==> config.mk <==
export PLATFORM = sky130hd
export DESIGN_NAME = shamt_seq_shifter
export DESIGN_NICKNAME = d
export VERILOG_FILES = /design/src/rtl/cpu_pkg.sv /design/src/rtl/shamt_seq_shifter.sv
export SDC_FILE = /design/constraint.sdc
export NUM_CORES = 1
export LEC_CHECK = 0
export ABC_CLOCK_PERIOD_IN_PS = 2900
export BUFFER_PORTS_ARGS = -buffer_cell sky130_fd_sc_hd__buf_2
export CORE_MARGIN = 4
export CORE_UTILIZATION = 52
export CTS_CLUSTER_SIZE = 12
export DETAILED_ROUTE_END_ITERATION = 6
export GPL_ROUTABILITY_DRIVEN = 0
export HOLD_SLACK_MARGIN = 0.02
export PLACE_DENSITY = 0.89
export SLEW_MARGIN = 10
export SYNTH_ARGS = -nofsm -noshare
export SYNTH_HDL_FRONTEND = slang
export SYNTH_SLANG_ARGS = --single-unit
==> constraint.sdc <==
create_clock -name clk -period 2.9 [get_ports clk]
set_input_delay 0.435 -clock clk [delete_from_list [all_inputs] [get_ports clk]]
set_output_delay 0.435 -clock clk [all_outputs]
set_load 0.01 [all_outputs]
==> src/rtl/cpu_pkg.sv <==
// Purpose: shared CPU constants for the EX-stage shift unit (widths, op codes, FSM encoding).
// Latency: n/a (declarations only).
// Backpressure: n/a.
package cpu_pkg;

    localparam int DATA_W  = 32;
    localparam int SHAMT_W = 5;

    // Shift op codes as decoded from the instruction; 2'b11 is reserved and behaves as sll.
    localparam logic [1:0] SHIFT_OP_SLL = 2'b00;
    localparam logic [1:0] SHIFT_OP_SRL = 2'b01;
    localparam logic [1:0] SHIFT_OP_SRA = 2'b10;

    typedef enum logic [1:0] {
        IDLE  = 2'd0,
        SHIFT = 2'd1,
        DONE  = 2'd2
    } shiftState_e;

endpackage

==> src/rtl/shamt_seq_shifter.sv <==
// Purpose: multi-cycle sll/srl/sra unit, one bit per clock, shift amount narrowed from a 32-bit source.
// Latency: done rises shamt+1 cycles after an accepted start; busy is high for exactly shamt cycles.
// Backpressure: start is ignored while busy (not queued); flush aborts to IDLE; busy drives the pipeline stall.
module shamt_seq_shifter #(
    parameter int DATA_W  = 32,
    parameter int SHAMT_W = 5   // must equal log2(DATA_W) so the largest shift is DATA_W-1
) (
    input  logic               clk,
    input  logic               rst,
    input  logic               start,
    input  logic               flush,
    input  logic [1:0]         op,
    input  logic [DATA_W-1:0]  iData,
    input  logic [DATA_W-1:0]  iShift,
    output logic [DATA_W-1:0]  oData,
    output logic [SHAMT_W-1:0] oShamt,
    output logic               busy,
    output logic               done
);
    import cpu_pkg::*;

    shiftState_e        state;
    shiftState_e        stateNext;
    logic [DATA_W-1:0]  workReg;
    logic [SHAMT_W-1:0] cnt;
    logic [1:0]         opReg;
    logic [SHAMT_W-1:0] shamt;
    logic [DATA_W-1:0]  stepData;
    logic               accept;
    logic               lastStep;

    // Upper shift-source bits are architecturally ignored; fold them into a sink.
    logic unusedShiftHi;
    assign unusedShiftHi = ^iShift[DATA_W-1:SHAMT_W];

    assign shamt = iShift[SHAMT_W-1:0];

    // One-bit step; reserved op falls through to sll.
    function automatic logic [DATA_W-1:0] shiftOne(input logic [DATA_W-1:0] v, input logic [1:0] sop);
        case (sop)
            SHIFT_OP_SRL: shiftOne = {1'b0, v[DATA_W-1:1]};
            SHIFT_OP_SRA: shiftOne = {v[DATA_W-1], v[DATA_W-1:1]};
            default:      shiftOne = {v[DATA_W-2:0], 1'b0};
        endcase
    endfunction

    assign stepData = shiftOne(workReg, opReg);
    assign accept   = ((state == IDLE) || (state == DONE)) && start && !flush;
    assign lastStep = (state == SHIFT) && (cnt == SHAMT_W'(1)) && !flush;

    assign busy = (state == SHIFT);
    assign done = (state == DONE);

    // State register.
    always_ff @(posedge clk or posedge rst) begin
        if (rst) begin
            state <= IDLE;
        end else begin
            state <= stateNext;
        end
    end

    // Next-state: flush dominates, DONE re-accepts a start without a bubble.
    always_comb begin
        stateNext = state;
        if (flush) begin
            stateNext = IDLE;
        end else begin
            case (state)
                IDLE, DONE: begin
                    if (start) begin
                        stateNext = (shamt == '0) ? DONE : SHIFT;
                    end else begin
                        stateNext = IDLE;
                    end
                end
                SHIFT: begin
                    if (cnt == SHAMT_W'(1)) begin
                        stateNext = DONE;
                    end
                end
                default: stateNext = IDLE;
            endcase
        end
    end

    // Datapath: load on accept, step while shifting; oData only updates when a result completes,
    // so a flushed or interrupted shift never exposes a partial value.
    always_ff @(posedge clk or posedge rst) begin
        if (rst) begin
            workReg <= '0;
            cnt     <= '0;
            opReg   <= SHIFT_OP_SLL;
            oData   <= '0;
            oShamt  <= '0;
        end else if (accept) begin
            workReg <= iData;
            cnt     <= shamt;
            opReg   <= op;
            oShamt  <= shamt;
            if (shamt == '0) begin
                oData <= iData;
            end
        end else if ((state == SHIFT) && !flush) begin
            workReg <= stepData;
            cnt     <= cnt - SHAMT_W'(1);
            if (lastStep) begin
                oData <= stepData;
            end
        end
    end

endmodule

==> results.yml <==
critical_path:
  crit_fanout: 32
  r2r-start: "opReg[0]"
  critPathLaunchType: "register"
  crit_type: "register to register"
  crit_required_ns: 3.17
  cp.arrival_ns: 2.28
  cp-end-kind: "register"
  crit_path_start: "opReg[0]"
synthesis:
  ys_ff_latch: 78
  ys_types: 36
  synth.top_cell.area_share: 0.530
  async_flop_share: 1.00
  ys_top_cells_by_area: "dfrtp_1 (53%), o21ai_1 (8.7%), nand2_1 (8.5%), a221o_1 (8.1%), o21ai_2 (6.9%)"
  yosys.area.top_type: "dfrtp_1"
  synth_enable_flop_cells: 0
  synth_nets: 436
  synth_ff_type: "dfrtp_1"
  synth-warning-count: 0
  avgSynthCellArea_um2: 10.2
  ys_seq_area_frac: 0.530
  netlist_instances: 362
  syn_area_mm2: 0.00369
sta:
  rsz0062_at_grt: "false"
  finClkSkew_ns: 0.0102
  fin_setup_tns_ns: 0
  setup_viol: 0
  final.min_clock_period_ns: 2.01
  slew_violations: 0
  clock.fmax_mhz: 498
  hold_viol: 0
  layout_setup_ws_ns: 0.890
  hold_slack_ns: 0.204
  worst_pin_slew_ns: 0.792
  relSlewSlack: 0.472
  finalCritPeriodShare: 0.693
grt:
  grt_pass1_vias: 2966
  grt_use_total: 0.210
  overflow: 0
  grt_pass1_wl_um: 14300
  grt_max_degree: 49
  antenna_found_initial: 0
clock_network:
  clock_sinks: 78
  cts_hold_buf: 0
  cts_buffers: 9
  postCtsSetupBuffers: 0
  cts.htree.levels: 3
  cts_resized: 0
  clk_latency_ns: 0.35
  cts_tree: "built"
  clk_pin_slew_ns: 0.08
  cts_buffer_depth: 2
  root_buffer: "clkbuf_8"
power_and_ir_drop:
  power_mw: 4.46
  total_leakage_power_nw: 2.10
  ir_drop_mv: 0.470
  powerDensity_mw_per_mm2: 1030
layout:
  diodes: 0
  mostFrequentLayoutCells: "nand2_1 (83), buf_2 (81), dfrtp_1 (78)"
  layout-drive-gt1-share: 0.329
  final_cells: 534
  layout_commonest_cell: "nand2_1"
  final_util: 0.636
  area_growth_pct: 17.9
  final_nets: 508
  stdcell_area_mm2: 0.00435
drt:
  wl_per_cell_um: 15.2
  wl_met2_um: 3980
  viasPerCell: 5.49
  num_vias: 2930
  m1WireLength_um: 3490
  maxUsedRoutingLayer: "met4"
  wl_um: 8090
  met3_wirelength_um: 509
  ant_nets: 0
  drc: 0
  dr.pass1.iters: 4
  initialDrtViolationCount: 190
run_status:
  status: "finished clean"
die:
  boundaryPins: 109
  die_x_um: 92.2
  die-area_mm2: 0.00850
  fp.coreArea_mm2: 0.00683
  rows: 30
  start_util: 0.540
  die_height_um: 92.2
place:
  dp.final_hpwl_um: 5710
  postPlaceCellArea_mm2: 0.00411
  post-place-ws_ns: 0.872
  portBuffers: 81
  post-place-cells: 519
min_path:
  min_path_type: "primary input to asynchronous set/reset pin"
job:
  maxCapViolCount: 0
-- metal layers --
layer	vias to the layer above	GRT usage
met5	-	0
met4	0	0.0718
met3	10	0.0541
met2	91	0.332
met1	1375	0.281
li1	1454	-
-- synthesized netlist by cell type, types with 2 or more instances --
master and count:
a21oi_1 3, a221o_1 30, a31oi_1 2, buf_2 16, buf_6 6, clkbuf_1 6, dfrtp_1 78, ha_1 4
inv_1 6, nand2_1 83, nand3_1 2, nor2_1 6, o211ai_1 3, o21ai_0 3, o21ai_1 64, o21ai_2 29
or3b_1 2
-- power by group --
part | internal (mW) | switching (mW) | leakage (nW) | total (mW)
clock | 0.567 | 0.390 | 0.115 | 0.957
combinational | 0.692 | 0.916 | 0.969 | 1.61
sequential | 1.56 | 0.335 | 1.02 | 1.89
total | 2.82 | 1.64 | 2.10 | 4.46
-- logic make-up (layout without fill, tap and decap cells) --
group,count (synthesis),count (layout),share of synthesized area
buf+inv,36,112,0.0543
simple gates,103,103,0.125
flops,78,78,0.530
fa+ha+maj,4,4,0.0136
mux,2,2,0.00611
compound gates,139,139,0.272
-- final cells by class --
class	count	area, um2
multi-input cells	248	1540
fillers	608	2480
repair buffers	90	473
clock buffers	9	124
well taps	96	120
inverters	7	27.5
clock inverters	6	111
flip-flops and latches	78	1950
-- final timing paths --
path / end / slack, ns / cells past startpoint
min in group clk: opReg[0] / 0.30 / 3
worst min-delay path: oData[7] / 0.20 / 2
worst max-delay path: oData[22] / 0.89 / 6
worst max register to register: oData[22] / 0.89 / 6
worst min register to register: oData[25] / 0.47 / 2
max in group asynchronous: workReg[15] / 1.97 / 3
-- state kept, by name, summed over array words and instances (netlist names) --
signal / count
cnt: 5
oShamt: 5
state: 2
opReg: 2
workReg: 32
oData: 32
-- worst max-delay path, stage by stage, from the launching register on --
cell     delay (ns)
dfrtp_1        0.36
inv_1          0.06
ha_1           0.30
o21ba_2        0.69
a221o_1        0.24
o21ai_0        0.13
o21ai_1        0.15
Power figures use the tool's default switching activity.
